**config.mk**
```make
export PLATFORM = sky130hd
export DESIGN_NAME = operand_reg_bank
export DESIGN_NICKNAME = d
export VERILOG_FILES = /design/src/rtl/operand_reg_bank.sv
export SDC_FILE = /design/constraint.sdc
export NUM_CORES = 1
export LEC_CHECK = 0
export CORE_ASPECT_RATIO = 1.5
export CORE_UTILIZATION = 50
export CTS_CLUSTER_SIZE = 24
export DETAILED_ROUTE_END_ITERATION = 10
export DONT_BUFFER_PORTS = 1
export PLACE_DENSITY = 0.68
export SKIP_LAST_GASP = 1
export SYNTH_ARGS = -nofsm -noshare
export SYNTH_HDL_FRONTEND = slang
export SYNTH_SLANG_ARGS = --single-unit
```
**constraint.sdc**
```tcl
create_clock -name clk -period 2.4 [get_ports clk]
set_clock_uncertainty 0.15 [all_clocks]
set_input_delay 0.12 -clock clk [delete_from_list [all_inputs] [get_ports clk]]
set_output_delay 0.12 -clock clk [all_outputs]
set_load 0.005 [all_outputs]
```
**src/rtl/operand_reg_bank.sv**
```systemverilog
// operand_reg_bank: NUM_CH operand registers for the ALU front panel.
// Switch data and channel select are synchronised; the load and clear
// buttons are synchronised, debounced and edge-detected, so each press
// produces exactly one action on the selected channel. Requests are
// staged through one register so that every output comes from a flop.
module operand_reg_bank #(
  parameter int WIDTH     = 4,
  parameter int NUM_CH    = 2,
  parameter int DB_CYCLES = 1000000,
  localparam int SEL_W    = (NUM_CH > 1) ? $clog2(NUM_CH) : 1
) (
  input  logic                    clk,
  input  logic                    btnC,
  input  logic [WIDTH-1:0]        sw,
  input  logic [SEL_W-1:0]        sel,
  input  logic                    btnL,
  input  logic                    btnR,
  output logic [NUM_CH*WIDTH-1:0] regs,
  output logic [NUM_CH-1:0]       valid,
  output logic                    load_pulse,
  output logic                    sel_err
);

  // Debounce counter sizing and terminal count.
  localparam int               CNT_W   = $clog2(DB_CYCLES) + 1;
  localparam logic [CNT_W-1:0] CNT_MAX = CNT_W'(DB_CYCLES - 1);
  localparam logic [CNT_W-1:0] CNT_ONE = CNT_W'(1);

  // One extra bit so selects at or beyond NUM_CH compare correctly.
  localparam logic [SEL_W:0]   NUM_CH_W = (SEL_W + 1)'(NUM_CH);

  // Button index 0 is load (btnL), index 1 is clear (btnR).
  logic [1:0] btn_raw;
  assign btn_raw = {btnR, btnL};

  // Two-flop synchroniser stages.
  logic [WIDTH-1:0] sw_meta;
  logic [WIDTH-1:0] sw_sync;
  logic [SEL_W-1:0] sel_meta;
  logic [SEL_W-1:0] sel_sync;
  logic [1:0]       btn_meta;
  logic [1:0]       btn_sync;

  // Debounce state per button.
  logic [1:0][CNT_W-1:0] db_cnt;
  logic [1:0][CNT_W-1:0] db_cnt_nxt;
  logic [1:0]            db_level;
  logic [1:0]            db_level_nxt;
  logic [1:0]            db_prev;

  // Edge-detected requests and select range check.
  logic req_load;
  logic req_clear;
  logic sel_ok;

  // Request stage: captured select/data and pending clear.
  logic [SEL_W-1:0] op_sel;
  logic [WIDTH-1:0] op_data;
  logic             clear_go;

  // Next state of the register bank.
  logic [NUM_CH*WIDTH-1:0] regs_nxt;
  logic [NUM_CH-1:0]       valid_nxt;

  // Synchronise all asynchronous panel inputs into the clk domain.
  always_ff @(posedge clk or posedge btnC) begin
    if (btnC) begin
      sw_meta  <= '0;
      sw_sync  <= '0;
      sel_meta <= '0;
      sel_sync <= '0;
      btn_meta <= 2'b00;
      btn_sync <= 2'b00;
    end else begin
      sw_meta  <= sw;
      sw_sync  <= sw_meta;
      sel_meta <= sel;
      sel_sync <= sel_meta;
      btn_meta <= btn_raw;
      btn_sync <= btn_meta;
    end
  end

  // Debounce: count cycles of disagreement, toggle the level at terminal count.
  always_comb begin
    db_cnt_nxt   = db_cnt;
    db_level_nxt = db_level;
    for (int b = 0; b < 2; b++) begin
      if (btn_sync[b] == db_level[b]) begin
        db_cnt_nxt[b] = '0;
      end else if (db_cnt[b] == CNT_MAX) begin
        db_level_nxt[b] = ~db_level[b];
        db_cnt_nxt[b]   = '0;
      end else begin
        db_cnt_nxt[b] = db_cnt[b] + CNT_ONE;
      end
    end
  end

  // Debounce and edge-history registers.
  always_ff @(posedge clk or posedge btnC) begin
    if (btnC) begin
      db_cnt   <= '0;
      db_level <= 2'b00;
      db_prev  <= 2'b00;
    end else begin
      db_cnt   <= db_cnt_nxt;
      db_level <= db_level_nxt;
      db_prev  <= db_level;
    end
  end

  // Rising edges of the debounced levels become single-cycle requests.
  always_comb begin
    req_load  = db_level[0] & ~db_prev[0];
    req_clear = db_level[1] & ~db_prev[1];
    sel_ok    = ({1'b0, sel_sync} < NUM_CH_W);
  end

  // Stage the request: clear beats load, out-of-range selects only flag an error.
  always_ff @(posedge clk or posedge btnC) begin
    if (btnC) begin
      load_pulse <= 1'b0;
      clear_go   <= 1'b0;
      sel_err    <= 1'b0;
      op_sel     <= '0;
      op_data    <= '0;
    end else begin
      load_pulse <= req_load & ~req_clear & sel_ok;
      clear_go   <= req_clear & sel_ok;
      sel_err    <= (req_load | req_clear) & ~sel_ok;
      op_sel     <= sel_sync;
      op_data    <= sw_sync;
    end
  end

  // Apply a staged clear or load to the selected channel only.
  always_comb begin
    regs_nxt  = regs;
    valid_nxt = valid;
    for (int k = 0; k < NUM_CH; k++) begin
      if (op_sel == SEL_W'(k)) begin
        if (clear_go) begin
          regs_nxt[k*WIDTH +: WIDTH] = '0;
          valid_nxt[k]               = 1'b0;
        end else if (load_pulse) begin
          regs_nxt[k*WIDTH +: WIDTH] = op_data;
          valid_nxt[k]               = 1'b1;
        end else begin
          regs_nxt[k*WIDTH +: WIDTH] = regs[k*WIDTH +: WIDTH];
          valid_nxt[k]               = valid[k];
        end
      end else begin
        regs_nxt[k*WIDTH +: WIDTH] = regs[k*WIDTH +: WIDTH];
        valid_nxt[k]               = valid[k];
      end
    end
  end

  // Operand registers and valid flags.
  always_ff @(posedge clk or posedge btnC) begin
    if (btnC) begin
      regs  <= '0;
      valid <= '0;
    end else begin
      regs  <= regs_nxt;
      valid <= valid_nxt;
    end
  end

endmodule

```
==> results.yml, run 1 <==
pwr:
  netSwitchingFraction_pct: 24.3
  vdd_drop_max_mv: 0.571
  power_frac_seq_pct: 58.9
  p_comb_share_pct: 3.2
  p_per_area_mw_per_mm2: 616
  switchingPower_uw: 552
  clockPowerShare_pct: 37.9
  p_int_uw: 1720
  p_leak_uw: 0.00157
routing:
  via_count: 2256
  wl_microns: 5880
  drc: 0
  via_per_inst: 5.56
  wl_per_cell_microns: 14.5
  detail-route-antenna-nets: 0
  first_pass_iters: 6
  drt_iter0_markers: 105
clocking:
  insertion_delay_ps: 350
  cts_buffers: 9
  cts_resized: 0
  clockRootBuffer: "clkbuf_8"
  cts_max_level: 3
  cts_tree: "built"
  cts_num_sinks: 77
  clkTransAtPathRegs_ps: 80
  ctsLongestPathBuffers: 2
setup_path:
  worstSetupEndpointType: "register"
  cp_max_fo: 8
  cp.required_ps: 2490
  cp-start-kind: "register"
  arrival_ps: 2110
  slowest_delay_ps: 450
  r2r_slack_ps: 390
  cp_slowest_cell: "dfrtp_1"
  worstPathCellList: "ha_1, nand3_2, nand4bb_1, nor2_1, mux2_2"
  path_class: "register to register"
sta:
  fmax_mhz: 496
  tightest_slew_ps: 753
  hold_slack_ps: 168
  finalHoldViolCount: 0
  slew_headroom_pct: 49.8
  setup_viol: 0
  tns_ps: 0
  fin_crit_sh_pct: 83.9
  rsz0062_at_grt: "false"
  maxSlewViolCount: 0
  min_period_ps: 2010
place:
  gp_congestion: 0.881
  dp_hpwl_microns: 4190
  port-buffer-count: 0
logic_synthesis:
  synth_ff_type: "dfrtp_1"
  synthesis.instances: 307
  synth_edf_count: 0
  yosys_warnings: 0
  synth-async-reset-ratio_pct: 100
  yosys.area_share.simple_pct: 22.8
  ys_types: 42
  synth_seq_cells: 77
  synth.avg_cell_area_sq_um: 10.8
  synth_compound_area_share_pct: 6.58
  synth_top_family_by_area: "simple AND/OR/NAND/NOR gates"
  yosysSeqAreaShare_pct: 57.9
  synth_xor_area_share_pct: 7.89
  syn_nets: 318
  syn-cell-area_sq_mm: 0.00333
  yosys-mux-area-fraction_pct: 1.58
  synthAdderAreaFrac_pct: 0.752
cells_and_area:
  syn2layout_area_growth_pct: 11.0
  drive_above_1_share_pct: 10.6
  diodes: 0
  nNetsFinal: 336
global_route:
  grt_remaining_overflow: 0
  antenna_found_initial: 0
  grt_pass1_wl_microns: 9910
  grt_max_degree: 40
  grt_use_total_pct: 19.7
  grt_pass1_vias: 2226
floorplan:
  fp.dieH_microns: 102
  die_w_microns: 68.6
  core-area_sq_mm: 0.00649
  dieArea_sq_mm: 0.00700
  row_count: 36
  start_util_pct: 51.3
  ios: 21
job:
  cap_viol_max_count: 0
worst_hold_path:
  min_path_type: "input port to register"
outcome:
  outcome: "finished clean"
## metal layers
| layer | global-route usage [%] | routed length [microns] | vias up |
|---|---|---|---|
| li1 | - | - | 1114 |
| met1 | 22.5 | 2450 | 1092 |
| met2 | 32.4 | 3150 | 42 |
| met3 | 6.58 | 199 | 8 |
| met4 | 9.78 | 77 | 0 |
| met5 | 0 | 0 | - |
## worst paths after layout
path,cells past startpoint,to,start
max,5,db_level[1],db_cnt[21]
min,1,btn_meta[1],btnR
max reg2reg,5,db_level[1],db_cnt[21]
min reg2reg,0,op_data[1],sw_sync[1]
max in group asynchronous,3,sel_meta,btnC
min in group asynchronous,2,btn_meta[0],btnC
## metrics by stage
step | std cells | util, % | instance area, sq um | setup slack, ps | total power [uW]
finish | 406 | 57.0 | 3700 | 386 | 2280
global route | 406 | 57.0 | 3700 | 196 | 2370
CTS | 406 | 57.0 | 3700 | 365 | 2310
detailed placement | 382 | 53.1 | 3440 | 378 | 1430
global placement | 382 | 53.1 | 3440 | 420 | 1430
floorplan | 307 | - | 3330 | 163 | 1410
## critical path, delay by kind of cell, from the launching register on
family                     cells  cell delay (ps)
adders and majority gates      1              240
DFF                            1              450
muxes                          1              360
and+or+nand+nor                3              710
## cells by family (layout without fill, tap and decap cells)
group | after synthesis | in the layout
other | 1 | 1
XOR/XNOR | 30 | 30
AO/OA/AOI/OAI | 36 | 36
multiplexers | 5 | 5
AND/OR/NAND/NOR | 137 | 137
buffers and inverters | 19 | 42
adder cells (fa/ha/maj) | 2 | 2
flip-flops | 77 | 77
## registers in the layout, indices dropped and copies added (netlist names)
| signal | flops |
|---|---|
| db_cnt | 42 |
| load_pulse | 1 |
| regs | 8 |
| op_data | 4 |
| op_sel | 1 |
| sel_meta | 1 |
| btn_sync | 2 |
| db_level | 2 |
| clear_go | 1 |
| sw_meta | 4 |
| sel_sync | 1 |
| sw_sync | 4 |
| valid | 2 |
| btn_meta | 2 |
| db_prev | 2 |
## cells in the mapped netlist, drive strengths merged, types with 5 or more instances
library cell / count / area [sq um]
and4: 9 / 80.1
nor2b: 10 / 62.6
a21oi: 12 / 60.1
nor3: 13 / 65.1
nand2: 14 / 52.6
clkbuf: 5 / 18.8
o21ai: 12 / 63.8
xnor2: 21 / 184
nand3: 14 / 75.1
inv: 10 / 37.5
dfrtp: 77 / 1930
nor2: 39 / 146
xor2: 9 / 78.8
nor4: 9 / 62.6
nand4: 12 / 90.1
## cell usage in the layout (no fill, tap or decap), drive strengths merged, types with 2 or more instances in the layout
cell,count
a21o,2
a21oi,12
a31oi,4
and2,2
and3,4
and4,9
buf,8
clkbuf,9
clkinv,4
dfrtp,77
dlygate4sd3,8
ha,2
inv,12
mux2,2
mux2i,3
nand2,14
nand3,14
nand4,12
nor2,39
nor2b,10
nor3,13
nor4,9
o21ai,12
o2bb2ai,4
o31ai,2
or3,4
or4,2
xnor2,21
xor2,9
## power groups by stage
| stage | Combinational (uW) | Sequential (uW) | Clock, uW |
|---|---|---|---|
| 2_1_floorplan | 49.1 | 1360 | 0 |
| 4_1_cts | 76.1 | 1340 | 894 |
| 3_3_place_gp | 64.3 | 1370 | 0 |
| 5_1_grt | 87.5 | 1340 | 942 |
| 3_5_place_dp | 65.3 | 1370 | 0 |
| 6_report | 73.2 | 1340 | 862 |
## cell type report
class / count / area [sq um]
well taps: 76 / 95.1
flip-flops and latches: 77 / 1930
inverters: 10 / 37.5
clock buffers: 9 / 124
repair buffers: 16 / 140
multi-input cells: 211 / 1320
fillers: 578 / 2790
clock inverters: 7 / 48.8
## what timing repair did
item                      4_1_cts  5_1_grt
setup buffers                   0        0
hold buffers                    8        0
hold endpoints to repair       43        0
Power figures use the tool's default switching activity.
==> run 2, diff against run 1 <==
Settings changed: PLACE_DENSITY 0.68 to unset.
Clock period 2.4 ns to 2 ns, I/O delays scaled along.
==> run 2 against run 1 <==
  * Highest routed layer unchanged
  * Clock power rose by 54%
  * Worst hold slack got worse by 21 ps
  * First-iteration DRC count fell by 5.7%
  * Sequential share of layout area fell by 1.6 points
  * Wire length rose by 3.9%
  * Power rose by 33%
  * Cell count rose by 2.0%
  * Sequential cell count did not move
  * Global-route usage rose by 0.89 points
  * Via count barely moved
  * Core utilization rose by 1.9 points
  * Largest cell class unchanged
==> results.yml, run 2 (synthesis gave the netlist of run 1 again) <==
cells_and_area:
  stdcell_area_sq_mm: 0.00382
  largest_reg_flops: 42
  fin_cells: 414
  most-common-layout-cells: "77 x dfrtp_1, 39 x nor2_1, 21 x xnor2_1, 16 x buf_4, 14 x nand2_1"
  largest_registers: "db_cnt (42), regs (8)"
  regMostFlops: "db_cnt"
  final_common_cell: "dfrtp_1"
  fillers: 581
  syn2layout_area_growth_pct: 14.6
  drive_above_1_share_pct: 12.7
  nNetsFinal: 344
  fin_util_pct: 58.8
  diodes: 0
floorplan:
  ios: 21
  die_w_microns: 68.6
  dieArea_sq_mm: 0.00700
  start_util_pct: 51.3
  fp.dieH_microns: 102
  row_count: 36
  core-area_sq_mm: 0.00649
setup_path:
  startpoint: "db_cnt[16]"
  crit_path_end: "db_level[0]"
  r2r-start: "db_cnt[16]"
  rr_worst_depth: 4
  cp.required_ps: 2100
  r2r_slack_ps: 160
  path_class: "register to register"
  cp-start-kind: "register"
  r2r-end: "db_level[0]"
  cp_max_fo: 5
  arrival_ps: 1940
  worstSetupEndpointType: "register"
place:
  dp.cells: 390
  gp_congestion: 0.746
  dp_hpwl_microns: 4250
  placed_cell_area_sq_mm: 0.00351
  port-buffer-count: 0
sta:
  min_period_ps: 1840
  tns_ps: 0
  setup_viol: 0
  fmax_mhz: 543
  tightest_slew_ps: 546
  finalHoldViolCount: 0
  slew_headroom_pct: 63.6
  rsz0062_at_grt: "false"
  fin_crit_sh_pct: 92.1
  maxSlewViolCount: 0
clocking:
  insertion_delay_ps: 360
  clockRootBuffer: "clkbuf_8"
  cts_num_sinks: 77
  cts-hold-fix-buffers: 8
  post_cts_buffers: 0
  cts_tree: "built"
  cts_max_level: 3
  clkTransAtPathRegs_ps: 80
  cts_resized: 0
  cts_buffers: 9
  ctsLongestPathBuffers: 2
routing:
  wl_per_cell_microns: 14.7
  detail-route-antenna-nets: 0
  drc: 0
  via_per_inst: 5.45
  wl_microns: 6110
  drt_iter0_markers: 99
  first_pass_iters: 4
  via_count: 2257
pwr:
  p_per_area_mw_per_mm2: 793
  p_leak_uw: 0.00164
  vdd_drop_max_mv: 0.738
  total_power_uw: 3030
global_route:
  antenna_found_initial: 0
  grt_max_degree: 43
  grt_remaining_overflow: 0
  grt_pass1_wl_microns: 10400
  grt_pass1_vias: 2335
  grt_use_total_pct: 20.6
outcome:
  outcome: "finished clean"
worst_hold_path:
  min_path_type: "input port to register"
job:
  cap_viol_max_count: 0
[run 2: report_power, final]
part	switching (uW)	internal, uW	total (uW)
sequential	24.0	1580	1610
clock	583	745	1330
combinational	59.4	30.9	90.3
[run 2: worst max-delay path: stages, from the launching register on]
cell	delay [ps]
dfrtp_1	430
and4_1	270
nand4_1	170
nor3_1	340
mux2_2	370
[run 2: layout make-up]
type	instances	area (sq um)	share of cell area, %
clock inverter	6	91.3	2.39
multi-input combinational	211	1320	34.7
clock buffer	10	138	3.61
tap	76	95.1	2.49
sequential	77	1930	50.5
inverter	10	41.3	1.08
timing repair buffer	24	200	5.25
[run 2: how the worst min path moves through the flow]
stage | endpoint | depth (start not counted) | slack (ps) | from
4_1_cts | btn_meta[1] | 1 | 130 | btnR
6_report | sw_meta[2] | 1 | 150 | sw[2]
3_3_place_gp | btn_meta[1] | 2 | -30 | btnC
2_1_floorplan | btn_meta[0] | 0 | -20 | btnL
5_1_grt | btn_meta[0] | 1 | 130 | btnL
3_5_place_dp | sw_meta[3] | 2 | -20 | btnC
[run 2: through the flow]
step	hold slack (ps)	worst slack (ps)
5_1_grt	127	19.9
6_report	147	159
2_1_floorplan	-18.6	114
3_3_place_gp	-30.4	147
3_5_place_dp	-24.8	140
4_1_cts	126	137
[run 2: per-layer routing]
layer	global-route usage, %	wire [microns]
met1	21.8	2490
met2	36.4	3340
met3	5.36	145
met4	10.6	131
met5	0	0
==> run 3, diff against run 2 <==
Clock period 2 ns to 1.7 ns, I/O delays scaled along.
==> run 3 against run 2 <==
  * The flow now finishes with violations (setup timing)
  * Die area is the same
  * Global-route usage grew 1.1 points
  * Register-to-register slack lost 220 ps
  * Via count grew 11%
  * Sequential cell count is the same
  * Non-clock buffer count grew 53
==> results.yml, run 3 (synthesis gave the netlist of run 1 again) <==
clocking:
  clkTransAtPathRegs_ps: 80
  cts_num_sinks: 77
  clockRootBuffer: "clkbuf_8"
  cts_max_level: 3
  ctsLongestPathBuffers: 2
  cts_tree: "built"
  cts_buffers: 9
  insertion_delay_ps: 340
cells_and_area:
  drive_above_1_share_pct: 33.2
  regMostFlops: "db_cnt"
  largest_reg_flops: 42
  largest_registers: "db_cnt (42), regs (8)"
  most-common-layout-cells: "73 x dfrtp_1, 59 x buf_4, 25 x nor2_1, 20 x xnor2_1, 14 x nand2_1"
  final_common_cell: "dfrtp_1"
  nNetsFinal: 397
  stdcell_area_sq_mm: 0.00451
  fin_util_pct: 69.5
  diodes: 0
  syn2layout_area_growth_pct: 35.5
setup_path:
  cp_max_fo: 5
  arrival_ps: 1850
  cp.required_ps: 1780
  worstSetupEndpointType: "register"
  path_class: "register to register"
  rr_worst_depth: 7
  cp-start-kind: "register"
sta:
  finalHoldViolCount: 0
  slew_headroom_pct: 56.8
  tightest_slew_ps: 646
  hold_slack_ps: 148
  setup_viol: 20
  layout_setup_ws_ps: -65.7
  rsz0062_at_grt: "true"
  maxSlewViolCount: 0
  fmax_mhz: 566
  fin_crit_sh_pct: 104
  min_period_ps: 1770
pwr:
  p_leak_uw: 0.00194
  total_power_uw: 3410
  p_per_area_mw_per_mm2: 756
  vdd_drop_max_mv: 0.645
routing:
  drc: 0
  via_count: 2513
  wl_per_cell_microns: 14.9
  detail-route-antenna-nets: 0
  wl_microns: 6970
  drt_iter0_markers: 138
  first_pass_iters: 4
  via_per_inst: 5.38
place:
  port-buffer-count: 0
  dp_hpwl_microns: 4530
  pre_cts_ws_ps: -49.8
  gp_congestion: 0.808
  placed_cell_area_sq_mm: 0.00391
job:
  cap_viol_max_count: 0
global_route:
  antenna_found_initial: 0
  grt_pass1_vias: 2464
  grt_remaining_overflow: 0
  grt_use_total_pct: 21.7
  grt_pass1_wl_microns: 10900
  grt_max_degree: 40
floorplan:
  ios: 21
  start_util_pct: 51.3
  die_w_microns: 68.6
  fp.dieH_microns: 102
  dieArea_sq_mm: 0.00700
  row_count: 36
  core-area_sq_mm: 0.00649
outcome:
  outcome: "complete, but fails checks"
  violations: "setup timing"
worst_hold_path:
  min_path_type: "input port to asynchronous set/reset pin"
## run 3: worst paths after layout
kind	from	end	slack (ps)
setup / recovery	db_cnt[17]	db_cnt[19]	-70
hold / removal	btnC	op_data[0]	150
setup reg to reg	db_cnt[17]	db_cnt[19]	-70
hold reg to reg	sw_sync[2]	op_data[2]	200
max in group asynchronous	btnC	db_cnt[21]	640
min in group clk	btnL	btn_meta[0]	150
## run 3: metrics by stage
step	std cells	setup TNS, ps
6_report	467	-864
5_1_grt	467	-2480
3_5_place_dp	430	-79.2
2_1_floorplan	307	-42.8
3_3_place_gp	430	-83.0
4_1_cts	459	-88.7
## run 3: where the power goes
group	total, uW	switching (uW)	internal, uW	leakage [uW]
clock network	1350	661	685	0.0000939
logic	177	97.7	79.2	0.000824
registers	1890	23.6	1870	0.00102
total	3410	782	2630	0.00194
## run 3: final cells by class
type	instances	area (sq um)
Timing Repair Buffer	77	698
Sequential cell	77	1930
Clock inverter	5	60.1
Fill cell	503	1980
Inverter	10	41.3
Clock buffer	11	131
Tap cell	76	95.1
Multi-Input combinational cell	211	1550
## run 3: per-layer routing
layer | share of wire, % | wire [microns] | track usage (%)
met1 | 43 | 2970 | 24.5
met2 | 53 | 3730 | 37.6
met3 | 2.0 | 142 | 5.69
met4 | 1.9 | 135 | 9.13
met5 | 0 | 0 | 0
## run 3: what timing repair did
item,in CTS,in global routing
endpoints found under the hold margin,84,0
endpoints found under the setup margin,4,42
pin swaps,4,25
gates cloned,0,3
hold buffers,8,0
gates resized for setup,1,43
buffers inserted,5,5
## run 3: worst max-delay path: stages, from the launching register on
cell       delay [ps]
dfrtp_1           360
and4_4            240
nand4_1           130
buf_4             180
o31ai_4           230
buf_6             170
clkbuf_16         170
a21oi_2            30
